--- src/rtl/nrisc_mem_pkg.sv ---
// Shared definitions for the NRISC shared-data RAM arbiter: core count,
// RAM geometry, FSM state encoding and a core-index decode helper.
package nrisc_mem_pkg;

    localparam int NCORES = 2;
    localparam int LMEM   = 8;
    localparam int TAM    = 16;
    localparam int CORE_W = 1;

    typedef enum logic [1:0] {
        ST_IDLE   = 2'd0,
        ST_ACCESS = 2'd1,
        ST_RESP   = 2'd2
    } arb_state_e;

    // Decode a core index into its one-hot request/ack position.
    function automatic logic [NCORES-1:0] core_onehot(input logic [CORE_W-1:0] idx);
        if (idx == 1'b1) begin
            core_onehot = 2'b10;
        end else begin
            core_onehot = 2'b01;
        end
    endfunction

endpackage

--- src/rtl/shared_mem_arbiter_if.sv ---
// Bundle of core-side handshake signals and RAM-side bus signals for the
// shared-data RAM arbiter. The lock vector exists only when SHMEM_ARB_LOCK_EN
// is defined.
interface shared_mem_arbiter_if;
    import nrisc_mem_pkg::*;

    logic [NCORES-1:0] req;
    logic [NCORES-1:0] we;
    logic [LMEM-1:0]   addr0;
    logic [LMEM-1:0]   addr1;
    logic [TAM-1:0]    wdata0;
    logic [TAM-1:0]    wdata1;
    logic [NCORES-1:0] ack;
    logic [TAM-1:0]    rdata0;
    logic [TAM-1:0]    rdata1;
    logic              mem_en;
    logic              mem_we;
    logic [LMEM-1:0]   mem_addr;
    logic [TAM-1:0]    mem_wdata;
    logic [TAM-1:0]    mem_rdata;

`ifdef SHMEM_ARB_LOCK_EN
    logic [NCORES-1:0] lock;

    modport slave (
        input  req, we, addr0, addr1, wdata0, wdata1, mem_rdata, lock,
        output ack, rdata0, rdata1, mem_en, mem_we, mem_addr, mem_wdata
    );
    modport master (
        output req, we, addr0, addr1, wdata0, wdata1, mem_rdata, lock,
        input  ack, rdata0, rdata1, mem_en, mem_we, mem_addr, mem_wdata
    );
`else
    modport slave (
        input  req, we, addr0, addr1, wdata0, wdata1, mem_rdata,
        output ack, rdata0, rdata1, mem_en, mem_we, mem_addr, mem_wdata
    );
    modport master (
        output req, we, addr0, addr1, wdata0, wdata1, mem_rdata,
        input  ack, rdata0, rdata1, mem_en, mem_we, mem_addr, mem_wdata
    );
`endif

endinterface

--- src/rtl/rr_pick.sv ---
// Combinational two-way round-robin picker. A lone requester wins; on a tie
// the core that was not granted last wins, giving strict alternation.
module rr_pick
    import nrisc_mem_pkg::*;
(
    input  logic [NCORES-1:0] req_masked,
    input  logic [CORE_W-1:0] last_gnt,
    output logic              valid,
    output logic [CORE_W-1:0] gnt_idx
);

    // Select the winning core index from the masked request vector.
    always_comb begin
        valid = |req_masked;
        case (req_masked)
            2'b01:   gnt_idx = 1'b0;
            2'b10:   gnt_idx = 1'b1;
            2'b11:   gnt_idx = ~last_gnt;
            default: gnt_idx = 1'b0;
        endcase
    end

endmodule

--- src/rtl/shared_mem_arbiter.sv ---
// Round-robin arbiter/sequencer sharing one single-port synchronous RAM
// between two NRISC cores with a clocked req/ack handshake.
// Timing: the grant edge registers mem_*, the RAM samples mem_en on the next
// edge, and the RESP edge registers ack together with the captured read data
// so rdata is valid in the same cycle ack is seen.
// Optional feature macro: SHMEM_ARB_LOCK_EN (bus lock for atomic RMW).
module shared_mem_arbiter
    import nrisc_mem_pkg::*;
(
    input  logic                clk,
    input  logic                rst,
    shared_mem_arbiter_if.slave bus
);

    arb_state_e        state_r;
    logic [CORE_W-1:0] gnt_r;
    logic              gnt_we_r;
    logic [CORE_W-1:0] last_gnt_r;
    logic [NCORES-1:0] ack_r;
    logic [TAM-1:0]    rdata0_r;
    logic [TAM-1:0]    rdata1_r;
    logic              mem_en_r;
    logic              mem_we_r;
    logic [LMEM-1:0]   mem_addr_r;
    logic [TAM-1:0]    mem_wdata_r;

    logic [NCORES-1:0] excl_s;
    logic [NCORES-1:0] lock_mask_s;
    logic [NCORES-1:0] req_masked_s;
    logic              pick_valid_s;
    logic [CORE_W-1:0] pick_idx_s;
    logic              grant_s;
    logic              pick_we_s;
    logic [LMEM-1:0]   pick_addr_s;
    logic [TAM-1:0]    pick_wdata_s;

`ifdef SHMEM_ARB_LOCK_EN
    logic              lock_act_r;
    logic [CORE_W-1:0] lock_owner_r;
    logic              gnt_lock_r;
    logic              lock_act_nxt_s;
    logic              pick_lock_s;
`endif

    // Build the candidate mask: drop the core being acknowledged, and while a
    // lock is held (and not released by this RESP) admit only the lock owner.
    always_comb begin
        if (state_r == ST_RESP) begin
            excl_s = core_onehot(gnt_r);
        end else begin
            excl_s = 2'b00;
        end
`ifdef SHMEM_ARB_LOCK_EN
        if ((state_r == ST_RESP) && lock_act_r && (lock_owner_r == gnt_r) && !gnt_lock_r) begin
            lock_act_nxt_s = 1'b0;
        end else begin
            lock_act_nxt_s = lock_act_r;
        end
        if (lock_act_nxt_s) begin
            lock_mask_s = core_onehot(lock_owner_r);
        end else begin
            lock_mask_s = 2'b11;
        end
`else
        lock_mask_s = 2'b11;
`endif
        req_masked_s = bus.req & ~excl_s & lock_mask_s;
    end

    rr_pick u_pick (
        .req_masked (req_masked_s),
        .last_gnt   (last_gnt_r),
        .valid      (pick_valid_s),
        .gnt_idx    (pick_idx_s)
    );

    // Route the picked core's request fields and decide whether a grant happens now.
    always_comb begin
        if (pick_idx_s == 1'b1) begin
            pick_we_s    = bus.we[1];
            pick_addr_s  = bus.addr1;
            pick_wdata_s = bus.wdata1;
`ifdef SHMEM_ARB_LOCK_EN
            pick_lock_s  = bus.lock[1];
`endif
        end else begin
            pick_we_s    = bus.we[0];
            pick_addr_s  = bus.addr0;
            pick_wdata_s = bus.wdata0;
`ifdef SHMEM_ARB_LOCK_EN
            pick_lock_s  = bus.lock[0];
`endif
        end
        if ((state_r == ST_IDLE) || (state_r == ST_RESP)) begin
            grant_s = pick_valid_s;
        end else begin
            grant_s = 1'b0;
        end
    end

    // Arbitration FSM with registered RAM strobes, acks and read-data capture.
    always_ff @(posedge clk or negedge rst) begin
        if (!rst) begin
            state_r      <= ST_IDLE;
            gnt_r        <= 1'b0;
            gnt_we_r     <= 1'b0;
            last_gnt_r   <= 1'b1;
            ack_r        <= 2'b00;
            rdata0_r     <= 16'h0000;
            rdata1_r     <= 16'h0000;
            mem_en_r     <= 1'b0;
            mem_we_r     <= 1'b0;
            mem_addr_r   <= 8'h00;
            mem_wdata_r  <= 16'h0000;
`ifdef SHMEM_ARB_LOCK_EN
            lock_act_r   <= 1'b0;
            lock_owner_r <= 1'b0;
            gnt_lock_r   <= 1'b0;
`endif
        end else begin
            ack_r    <= 2'b00;
            mem_en_r <= 1'b0;
            mem_we_r <= 1'b0;
            case (state_r)
                ST_IDLE: begin
                    if (pick_valid_s) begin
                        state_r <= ST_ACCESS;
                    end else begin
                        state_r <= ST_IDLE;
                    end
                end
                ST_ACCESS: begin
                    state_r <= ST_RESP;
                end
                ST_RESP: begin
                    ack_r      <= core_onehot(gnt_r);
                    last_gnt_r <= gnt_r;
                    if (!gnt_we_r) begin
                        if (gnt_r == 1'b1) begin
                            rdata1_r <= bus.mem_rdata;
                        end else begin
                            rdata0_r <= bus.mem_rdata;
                        end
                    end
`ifdef SHMEM_ARB_LOCK_EN
                    lock_act_r <= lock_act_nxt_s;
`endif
                    if (pick_valid_s) begin
                        state_r <= ST_ACCESS;
                    end else begin
                        state_r <= ST_IDLE;
                    end
                end
                default: begin
                    state_r <= ST_IDLE;
                end
            endcase
            if (grant_s) begin
                gnt_r       <= pick_idx_s;
                gnt_we_r    <= pick_we_s;
                mem_en_r    <= 1'b1;
                mem_we_r    <= pick_we_s;
                mem_addr_r  <= pick_addr_s;
                mem_wdata_r <= pick_wdata_s;
`ifdef SHMEM_ARB_LOCK_EN
                gnt_lock_r  <= pick_lock_s;
                if (pick_lock_s) begin
                    lock_act_r   <= 1'b1;
                    lock_owner_r <= pick_idx_s;
                end
`endif
            end
        end
    end

    assign bus.ack       = ack_r;
    assign bus.rdata0    = rdata0_r;
    assign bus.rdata1    = rdata1_r;
    assign bus.mem_en    = mem_en_r;
    assign bus.mem_we    = mem_we_r;
    assign bus.mem_addr  = mem_addr_r;
    assign bus.mem_wdata = mem_wdata_r;

endmodule
--- src/flat_wrapper.sv ---
// flat-port wrapper written by rule: the top's interface ports become plain ports
module shared_mem_arbiter_flat import nrisc_mem_pkg::*;
  (clk, rst, bus_req, bus_we, bus_addr0, bus_addr1, bus_wdata0, bus_wdata1, bus_mem_rdata, bus_ack, bus_rdata0, bus_rdata1, bus_mem_en, bus_mem_we, bus_mem_addr, bus_mem_wdata);
  shared_mem_arbiter_if bus_i ();
  input  logic clk;
  input  logic rst;
  input wire logic [$bits(bus_i.req)-1:0] bus_req;
  input wire logic [$bits(bus_i.we)-1:0] bus_we;
  input wire logic [$bits(bus_i.addr0)-1:0] bus_addr0;
  input wire logic [$bits(bus_i.addr1)-1:0] bus_addr1;
  input wire logic [$bits(bus_i.wdata0)-1:0] bus_wdata0;
  input wire logic [$bits(bus_i.wdata1)-1:0] bus_wdata1;
  input wire logic [$bits(bus_i.mem_rdata)-1:0] bus_mem_rdata;
  output wire logic [$bits(bus_i.ack)-1:0] bus_ack;
  output wire logic [$bits(bus_i.rdata0)-1:0] bus_rdata0;
  output wire logic [$bits(bus_i.rdata1)-1:0] bus_rdata1;
  output wire logic [$bits(bus_i.mem_en)-1:0] bus_mem_en;
  output wire logic [$bits(bus_i.mem_we)-1:0] bus_mem_we;
  output wire logic [$bits(bus_i.mem_addr)-1:0] bus_mem_addr;
  output wire logic [$bits(bus_i.mem_wdata)-1:0] bus_mem_wdata;
  assign bus_i.req = bus_req;
  assign bus_i.we = bus_we;
  assign bus_i.addr0 = bus_addr0;
  assign bus_i.addr1 = bus_addr1;
  assign bus_i.wdata0 = bus_wdata0;
  assign bus_i.wdata1 = bus_wdata1;
  assign bus_i.mem_rdata = bus_mem_rdata;
  assign bus_ack = bus_i.ack;
  assign bus_rdata0 = bus_i.rdata0;
  assign bus_rdata1 = bus_i.rdata1;
  assign bus_mem_en = bus_i.mem_en;
  assign bus_mem_we = bus_i.mem_we;
  assign bus_mem_addr = bus_i.mem_addr;
  assign bus_mem_wdata = bus_i.mem_wdata;
  shared_mem_arbiter u_core (.clk(clk), .rst(rst), .bus(bus_i));
endmodule
--- config.mk ---
export PLATFORM = sky130hd
export DESIGN_NAME = shared_mem_arbiter_flat
export DESIGN_NICKNAME = d
export VERILOG_FILES = /design/src/rtl/nrisc_mem_pkg.sv /design/src/rtl/shared_mem_arbiter_if.sv /design/src/rtl/rr_pick.sv /design/src/rtl/shared_mem_arbiter.sv /design/src/flat_wrapper.sv
export SDC_FILE = /design/constraint.sdc
export NUM_CORES = 1
export LEC_CHECK = 0
export CORE_ASPECT_RATIO = 1.2
export CORE_UTILIZATION = 45
export DETAILED_ROUTE_END_ITERATION = 12
export PLACE_DENSITY = 0.85
export SETUP_SLACK_MARGIN = 0.4
export SYNTH_ARGS = -nofsm -noshare
export SYNTH_HDL_FRONTEND = slang
export SYNTH_SLANG_ARGS = --single-unit
--- constraint.sdc ---
create_clock -name clk -period 3.85 [get_ports clk]
set_input_delay 0.5775 -clock clk [delete_from_list [all_inputs] [get_ports clk]]
set_output_delay 0.5775 -clock clk [all_outputs]
set_load 0.01 [all_outputs]
# Word-level counts from Yosys, hierarchy flattened

Cells that the tools add are included.

Bits of input ports: 70
Output and inout bits: 60
Register bits after elaboration: 65

Reductions and logical operators: 6
Eq/ne operators: 4
Bitwise operators: 5
Muxes and demuxes: 11

Operators with widths:

| kind                                          | count |
|---|---|
| two-way mux 16 bit                            | 1 |
| two-way mux 8 bit                             | 1 |
| == test 2 bit, second input constant          | 3 |
| AND reduction 3 bit                           | 2 |
| two-way mux 1 bit                             | 5 |
| two-way mux 2 bit                             | 2 |
| one-hot mux 2 bit (2 select lines)            | 1 |
| OR reduction 2 bit                            | 2 |
| inverter 1 bit                                | 3 |
| bitwise AND 2 bit                             | 1 |
| == test 2 x 1 -> 1 bit, second input constant | 1 |
| zero test 2 bit                               | 1 |
| inverter 2 bit                                | 1 |
| one-hot mux 1 bit (2 select lines)            | 1 |
| logical OR 1 bit                              | 1 |

# Depth between registers and ports, before layout

Gate-level depths: netlist of the first run.

Word-level depth: 8
Mapped depth: 8
Gate-level depth less buffers: 5

# Hierarchy

From an unflattened synthesis of the first run, not the netlist that was laid out.

Cells, all modules: 170
Area total of the unflattened synthesis: 2713.9 µm²

Modules (own cells, without submodules):

| module             | instances | cells an instance | area an instance (µm²) |
|---|---|---|---|
| shared_mem_arbiter | 1         | 168               | 2700.1 |
| rr_pick            | 1         | 2                 | 13.8 |

# Least setup slack after synthesis of the first run

OpenSTA, ideal clock, no wires.

Path kind: register to register
Start point: reg u_core.gnt_r
End point: reg u_core.gnt_r
Slack: 1915 ps
Arrival: 1810 ps
Setup time: 125 ps
Clock period less this slack: 1935 ps
Stages on the path, launching flop included: 7
Required time: 3725 ps
Path through: dfrtp_1 -> buf_2 -> nand2b_1 -> a21oi_1 -> a311oi_4 -> buf_6 -> mux2_2

Longest elaborated chain between the ends: 6
Elaborated cells between the ends (all ways): 9
Classes of those cells: eq/ne: 2; mux: 4; bitwise: 2; reduce/logical: 1

Ends and longest elaborated chain:

| element                  | line                      | source |
|---|---|---|
| start: declaration       | shared_mem_arbiter.sv:16  | `logic [CORE_W-1:0] gnt_r;` |
| start signal: assignment | shared_mem_arbiter.sv:159 | `gnt_r <= pick_idx_s;` |
| two-way mux 2 bit        | nrisc_mem_pkg.sv:18       | `if (idx == 1'b1) begin` |
| two-way mux 2 bit        | shared_mem_arbiter.sv:48  | `if (state_r == ST_RESP) begin` |
| inverter 2 bit           | shared_mem_arbiter.sv:67  | `req_masked_s = bus.req & ~excl_s & lock_mask_s;` |
| bitwise AND 2 bit        | shared_mem_arbiter.sv:67  |  |
| OR reduction 2 bit       | rr_pick.sv:14             | `valid = \|req_masked;` |
| two-way mux 1 bit        | shared_mem_arbiter.sv:94  | `if ((state_r == ST_IDLE) \|\| (state_r == ST_RESP)) begin` |
| via u_core.grant_s       | shared_mem_arbiter.sv:32  | `logic grant_s;` |

The timed path passes the listed nets, and every way through them passes these cells.
A chain may end at the register's enable or synchronous reset.

# Final worst setup path of the first run

Start point: in bus_req[0]
End point: reg u_core.mem_addr_r[2], in the netlist u_core.bus.mem_addr[2]

Longest elaborated chain between the ends: 4
Elaborated cells between the ends (all ways): 7
Classes of those cells: eq/ne: 2; mux: 3; bitwise: 1; reduce/logical: 1

Ends and longest elaborated chain:

| element                            | line                      | source |
|---|---|---|
| start: declaration                 | flat_wrapper.sv:7         | `input wire logic [$bits(bus_i.req)-1:0] bus_req;` |
| bitwise AND 2 bit (*)              | shared_mem_arbiter.sv:67  |  |
| == test 2 bit                      | rr_pick.sv:15             | `case (req_masked)` |
| one-hot mux 1 bit (2 select lines) | rr_pick.sv:15             |  |
| two-way mux 8 bit                  | shared_mem_arbiter.sv:79  | `if (pick_idx_s == 1'b1) begin` |
| end signal: assignment             | shared_mem_arbiter.sv:163 | `mem_addr_r <= pick_addr_s;` |
| end: declaration                   | shared_mem_arbiter.sv:24  | `logic [LMEM-1:0] mem_addr_r;` |

Mark *: on every way between the ends. The rest lies on a longest branch, timed or not.

==> results of run 1 <==
## state kept, by name, indices dropped and copies added, names as in the netlist
register,flops
u_core.last_gnt_r,1
u_core.bus.mem_addr,8
u_core.bus.mem_we,1
u_core.gnt_we_r,1
u_core.bus.ack,2
u_core.bus.mem_wdata,16
u_core.bus.rdata1,16
u_core.bus.rdata0,16
u_core.bus.mem_en,1
u_core.state_r,2
u_core.gnt_r,1
## metal layers
layer | global-route usage (%) | wire length, um
met3 | 4.55 | 388
met2 | 32.5 | 3090
met4 | 8.33 | 128
met5 | 0 | 0
met1 | 23.3 | 2590
## logic make-up after synthesis
logic type      synth area share (%)
simple gates                    2.63
flops                           55.2
buf+inv                         3.52
compound gates                  2.29
mux                             36.4
## power by group through the flow
stage | sequential (mW) | clock (mW) | combinational [mW]
2_1_floorplan | 1.36 | 0 | 0.753
3_3_place_gp | 1.23 | 0 | 1.64
3_5_place_dp | 1.24 | 0 | 1.68
4_1_cts | 1.24 | 0.795 | 1.69
5_1_grt | 1.29 | 0.819 | 1.76
6_report | 1.24 | 0.778 | 1.67
## cells in the mapped netlist (all sizes together)
cell type | number | share of area (%)
a21oi | 1 | 0.17
a221oi | 1 | 0.30
a311o | 1 | 0.34
a311oi | 3 | 1.5
and2b | 1 | 0.25
and4 | 1 | 0.30
buf | 8 | 3.0
dfrtp | 64 | 54
dfstp | 1 | 0.89
inv | 4 | 0.51
mux2 | 81 | 36
mux2i | 1 | 0.34
nand2 | 3 | 0.38
nand2b | 2 | 0.51
nand3b | 1 | 0.38
nor2 | 2 | 0.25
nor2b | 1 | 0.21
nor3 | 1 | 0.34
## placed cells by master, fill, tap and decap left out, types with 2 or more instances in the layout
| master | count |
|---|---|
| sky130_fd_sc_hd__dfrtp_1 | 64 |
| sky130_fd_sc_hd__nand2_1 | 3 |
| sky130_fd_sc_hd__bufinv_16 | 4 |
| sky130_fd_sc_hd__nor2_1 | 2 |
| sky130_fd_sc_hd__inv_1 | 3 |
| sky130_fd_sc_hd__mux2_4 | 40 |
| sky130_fd_sc_hd__a311oi_1 | 2 |
| sky130_fd_sc_hd__buf_4 | 5 |
| sky130_fd_sc_hd__clkdlybuf4s50_1 | 128 |
| sky130_fd_sc_hd__clkbuf_8 | 10 |
| sky130_fd_sc_hd__mux2_2 | 41 |
## stage by stage
step / hold slack, ps / area [um2]
2_1_floorplan: 282 / 2950
3_3_place_gp: 464 / 4290
3_5_place_dp: 471 / 4290
4_1_cts: 415 / 4560
5_1_grt: 485 / 4560
6_report: 394 / 4560
## final timing paths
path	from	endpoint	slack [ps]	depth (start not counted)
max in group asynchronous	rst	u_core.bus.rdata0[6]	2610	2
setup reg to reg	u_core.state_r[0]	u_core.bus.mem_addr[2]	1670	5
hold reg to reg	u_core.last_gnt_r	u_core.last_gnt_r	480	2
setup / recovery	bus_req[0]	u_core.bus.mem_addr[2]	1570	4
min in group clk	u_core.last_gnt_r	u_core.last_gnt_r	480	2
hold / removal	rst	u_core.bus.rdata0[2]	390	1
## cell type report
type | count | area (um2)
well taps | 82 | 103
flip-flops and latches | 65 | 1630
fillers | 394 | 1600
multi-input cells | 100 | 1220
clock buffers | 10 | 138
clock inverters | 6 | 138
repair buffers | 134 | 1320
inverters | 4 | 15.0
==> impl.org, run 1 <==
** Logic synthesis
- Number of distinct standard cells referenced by the synthesized netlist :: 24
- Flip-flop and latch count after synthesis :: 65
- Mean cell area of the mapped netlist :: roughly 17 um2
- In this run the cell area of the synthesized design comes to 2950 um2.
- Sequential-to-total area share from yosys stat :: 55.2%
- For this run, the number of Yosys warnings is 0.
- After technology mapping, the gate count stands at 177.
- The number of nets handed over by synthesis was 247.

** Clocking
- CTS root buf :: sky130_fd_sc_hd__clkbuf_8
- Number of H-tree levels :: 3
- The tree built by TritonCTS fans out to 65 sinks.
- Total clock buffers created by CTS :: 9
- The number of gates resized after CTS was 0.
- The clock reaches the later pin of the worst-skew pair after 330 ps.
- After clock tree synthesis, the setup repair step added 0 buffers.
- TritonCTS built the clock tree.
- Hold bufs inserted after CTS :: 0
- Longest Clk Path Bufs :: 2
- Clock-pin slew was measured on the worst setup and hold paths at 70 ps.

** Drt
- Number of DRC violations after detailed-routing iteration 0 :: 41
- Detailed-route wire length per cell :: 15.4 um
- For this run, the detailed router's first-pass iteration total came to 4.
- DRC errors left :: 0
- Dividing the detail-routed via count by the number of cells gives just under 5.
- Total Wirelength :: 6190 um
- Across all layers, the routed design uses 1983 vias.
- Count of antenna-violating nets left after detailed routing :: 0

** Floorplanning
- Placeable core area :: 6170 um2
- Io pins :: 130
- Initial standard-cell utilization of the core :: between 40% and 50%
- The floorplan has 31 rows.
- Die Span X :: ~76 um
- From bottom edge to top edge, the die measures 90.7 um.
- The die covers 6880 um2.

** Place
- Port buffering added 129 buffers.
- Detailed Place HPWL :: roughly 4400 um
- Counting tap cells, the placed design contains a total of 385 instances.
- The congestion estimate from routability-driven global placement came to 0.739.
- Setup slack at placement :: 1180 ps

** Critical path
- Max stage delay on crit path :: a little over 700 ps
- Worst path most repeated cell :: sky130_fd_sc_hd__mux2_2
- The worst setup path is launched from an input pin.
- Data on the critical path is required at its endpoint by 4070 ps.
- For the worst setup path, the data arrival time is 2500 ps.
- Counting both buffers and inverters, the worst setup path holds a total of 1.
- Of all nets on the critical path, the largest fanout is 24.
- Slowest stage cell on the critical path :: sky130_fd_sc_hd__a311o_2
- The critical path is of the in -> reg type.
- The worst setup path is captured at a register.
- Broken down by cell family, the worst path's largest delay share belongs to compound AO/OA/AOI/OAI gates.
- Cells along the critical path :: clkdlybuf4s50_1 > a311o_2 > mux2_2 > mux2_2

** Power and ir drop
- Switching share of total power :: 28.3%
- Power spread over the standard cell area amounts to 807 nW/um2.
- The clock network accounts for 21.1% of the total power.
- Net Sw Power :: 1.04 mW
- Power Internal :: roughly 2.6 mW
- Reg power frac :: about a third
- Worst-case vdd ir drop :: between 0.3 and 0.4 mV
- Relative contribution of combinational cells to total power :: 45.3%
- Overall power after layout :: 3.68 mW
- Summed over all cells, the static leakage comes to around 2.0 nW.

** Finish
- Diodes inserted :: 0
- Excluding fillers, the count of instances in the completed layout stands at 401.
- Cells fill 74.0% of the core in the end.
- Post-synthesis to final-layout area growth :: 54.7%
- In the final design database the tool counted 384 nets.
- The post-route netlist has 34.5% of its cells at a drive strength greater than 1.

** Run status
- The flow ran to the end, and the final reports show no timing, DRC or antenna violations.

** STA
- Setup repair after global routing missed its margin :: false
- The count of pins over their slew limit was 0.
- The worst path uses 59.3% of the clock period.
- The worst pin sits at a relative slew slack of 36.9%.
- Slew of the pin with the lowest slew margin :: 947 ps
- Final clock skew :: around 8.5 ps
- Setup tns final :: 0 ps
- In the post-route analysis, the smallest setup slack over all paths is ~1600 ps.
- Final setup fails :: 0
- Min cycle time layout :: 2280 ps
- Timing would allow up to about 440 MHz.
- Endpoints failing hold :: 0

** Global route
- Global route total overflow :: 0
- The first global-routing pass estimated 10200 um of wire.
- The via count of the first global-routing pass was 2059.
- Total global-route track usage :: 19.2%
- The number of antenna violations at the first check in global routing is 0.
- Entering global routing, the biggest net connects 44 pins.

** Job
- Max cap viols :: 0

** Worst hold path
- In this run the worst hold path is classified as in -> async.
Note: power is estimated with default switching activity, not from simulation.
==> inputs of run 2 (changes only) <==
CORE_UTILIZATION = 38   (was 45)
PLACE_DENSITY = 0.77   (was 0.85)
clock period = 1.9 ns   (was 3.85 ns; I/O delays follow)
==> impl.org, run 2 (synthesis results as in run 1) <==
** STA
- Across all setup checks in the final design, the least slack found is 61.3 ps.
- Setup tns final :: 0 ps
- Slew of the pin with the lowest slew margin :: ~440 ps
- Setup violations remaining at the end of the flow were counted as 0.
- Maximum clock frequency :: roughly 540 MHz
- Fin. max-slew vios :: 0
- In this run the tightest slew margin relative to its limit is 70.2%.
- Worst hold slack after final layout :: 495 ps
- Endpoints failing hold :: 0
- Setup repair after global routing could not meet its margin everywhere.
- Min cycle time layout :: ~1800 ps
- Final cycle utilization of the critical path :: 96.8%
- Final clock skew :: around 12 ps

** Global route
- The total overflow left after global routing is 0.
- Maximum number of pins on one net before global-route repair :: 66
- Via count of the first global-routing pass :: ~2200
- The first global-routing pass estimated 10700 um of wire.
- The number of antenna violations at the first check in global routing was 0.
- Total global-route track usage :: 17.7%

** Drt
- Total number of vias :: approximately 2000
- For this block, the initial DRC count from the detailed router was 31.
- The pre-antenna-repair detailed-routing pass consisted of 4 iterations.
- Detailed-route wire length per cell :: 15.7 um
- In the routed layout, each cell is associated on average with a via count of 4.78.
- For this run, design rule violations remaining after detail routing come to 0.
- Count of antenna-violating nets left after detailed routing :: 0
- Total Wirelength :: 6710 um

** Critical path
- At the worst endpoint, the required time is between 2000 and 2500 ps.
- The critical path goes through nand3b_4 > inv_2 > a311o_2 > buf_12 > mux2_4 > mux2_4.
- The critical path is of the reg -> reg type.
- Critical path capture point type :: register
- Worst path most repeated cell :: sky130_fd_sc_hd__mux2_4
- Reg2Reg Setup Slack :: 60 ps
- For this run, the slowest stage of the critical path takes roughly 430 ps.
- Endpoint arrival time on the critical path :: roughly 2100 ps
- Nature of the critical path startpoint :: register
- Slowest stage cell on the critical path :: sky130_fd_sc_hd__dfrtp_1
- Crit Path Max Fanout :: 24

** Clocking
- Clock tree synthesis inserted a total of 9 buffers.
- The tree is rooted in a sky130_fd_sc_hd__clkbuf_8.
- The clock reaches the later pin of the worst-skew pair after between 300 and 400 ps.
- Clock Pin Slew Worst Setup and Hold Paths :: 80 ps
- Number of H-tree levels :: 3
- Longest Clk Path Bufs :: 2
- CTS tree :: built
- TritonCTS Sinks :: 65

** Place
- At the end of routability-driven placement, the weighted congestion stood at 0.745.
- Setup slack at placement :: -137 ps
- Once placement finished, the instance area stood at 4430 um2.
- After legalization and detailed placement, the total HPWL measured 4500 um.
- Port-buffer cells :: 129
- After detailed placement, the design holds a cell count of around 400.

** Finish
- Cells with a size suffix above 1 make up around 40% of the layout.
- Net count reported at finish :: 402
- Commonest non-fill, non-tap cell in the layout :: sky130_fd_sc_hd__clkdlybuf4s50_1
- Most frequent cells in the layout :: 68 x sky130_fd_sc_hd__clkdlybuf4s50_1, 63 x sky130_fd_sc_hd__dfrtp_1, 60 x sky130_fd_sc_hd__dlygate4sd2_1
- Number of non-filler instances in the completed layout :: 427
- Summed area of non-filler cells in the final layout :: 4800 um2
- Diodes inserted :: 0
- Compared with the post-synthesis result, the final layout area differs by 62.9%.
- Number of fill cells in the layout :: 601
- Final Core Density :: between 60% and 70%

** Floorplanning
- The floorplan has 34 rows.
- In this run the standard cell core region covers 7400 um2.
- Io pins :: 130
- DIE AREA :: 8120 um2
- Initial standard-cell utilization of the core :: 39.8%
- Floorplan die height :: 98.5 um
- From left edge to right edge, the die measures 82.4 um.

** Run status
- The run finished with clean final reports.

** Worst hold path
- Class of the tightest hold or removal check :: in -> async

** Power and ir drop
- Power comes to 7.29 mW.
- Pleak :: around 2.3 nW
- The worst-case IR drop observed on VDD is 0.730 mV.
- Power per standard cell area :: 1520 nW/um2

** Job
- Across the run, the number of max-cap violations was 0.
-- run 2: cell count changes in the layout (fill, tap and decap cells not counted), sizes merged --
cell | previous run | this run
clkinv | 1 | 4
clkdlybuf4s50 | 128 | 68
dlygate4sd2 | 0 | 60
buf | 6 | 23
bufinv | 4 | 2
inv | 5 | 4
dlygate4sd3 | 0 | 1
-- run 2: final cells by class --
class                      instances  area (um2)  area share (%)
sequential                        65        1630            33.9
timing repair buffer             152        1490            31.0
clock inverter                     6        91.3            1.90
inverter                           4        15.0           0.312
tap                               90         113            2.34
clock buffer                      10         138            2.86
multi-input combinational        100        1330            27.7
-- run 2: final timing paths --
check,from,endpoint,depth (start not counted)
max,u_core.gnt_r,u_core.bus.mem_addr[4],6
min,rst,u_core.bus.rdata1[0],3
max reg2reg,u_core.gnt_r,u_core.bus.mem_addr[4],6
min reg2reg,u_core.bus.rdata1[12],u_core.bus.rdata1[12],1
max in group asynchronous,rst,u_core.last_gnt_r,3
min in group clk,u_core.bus.rdata1[12],u_core.bus.rdata1[12],1
-- run 2: worst max-delay path, delay by kind of cell, from the launching register on --
family | cells | cell delay, ps
AOI/OAI and AO/OA | 1 | 370
buffers and inverters | 2 | 230
DFF | 1 | 430
muxes | 2 | 560
and+or+nand+nor | 1 | 120
-- run 2: power by group --
part / leakage (nW) / switching, mW / internal (mW)
Sequential: 0.777 / 0.392 / 2.08
Clock: 0.116 / 0.534 / 0.779
Combinational: 1.40 / 1.32 / 2.18
-- run 2: layer usage --
layer | share of wire (%) | global-route usage [%] | vias to the layer above
li1 | - | - | 947
met1 | 42 | 21.2 | 987
met2 | 50 | 28.8 | 95
met3 | 7.2 | 6.48 | 10
met4 | 1.2 | 5.80 | 0
met5 | 0 | 0 | -
-- run 2: timing repair --
action / 4_1_cts / 5_1_grt
hold buffers: 1 / 0
resized for setup: 86 / 4
setup buffers: 5 / 2
endpoints found under the setup margin: 103 / 43
gates cloned: 1 / 0
hold endpoints to repair: 64 / 0
pin swaps: 2 / 1
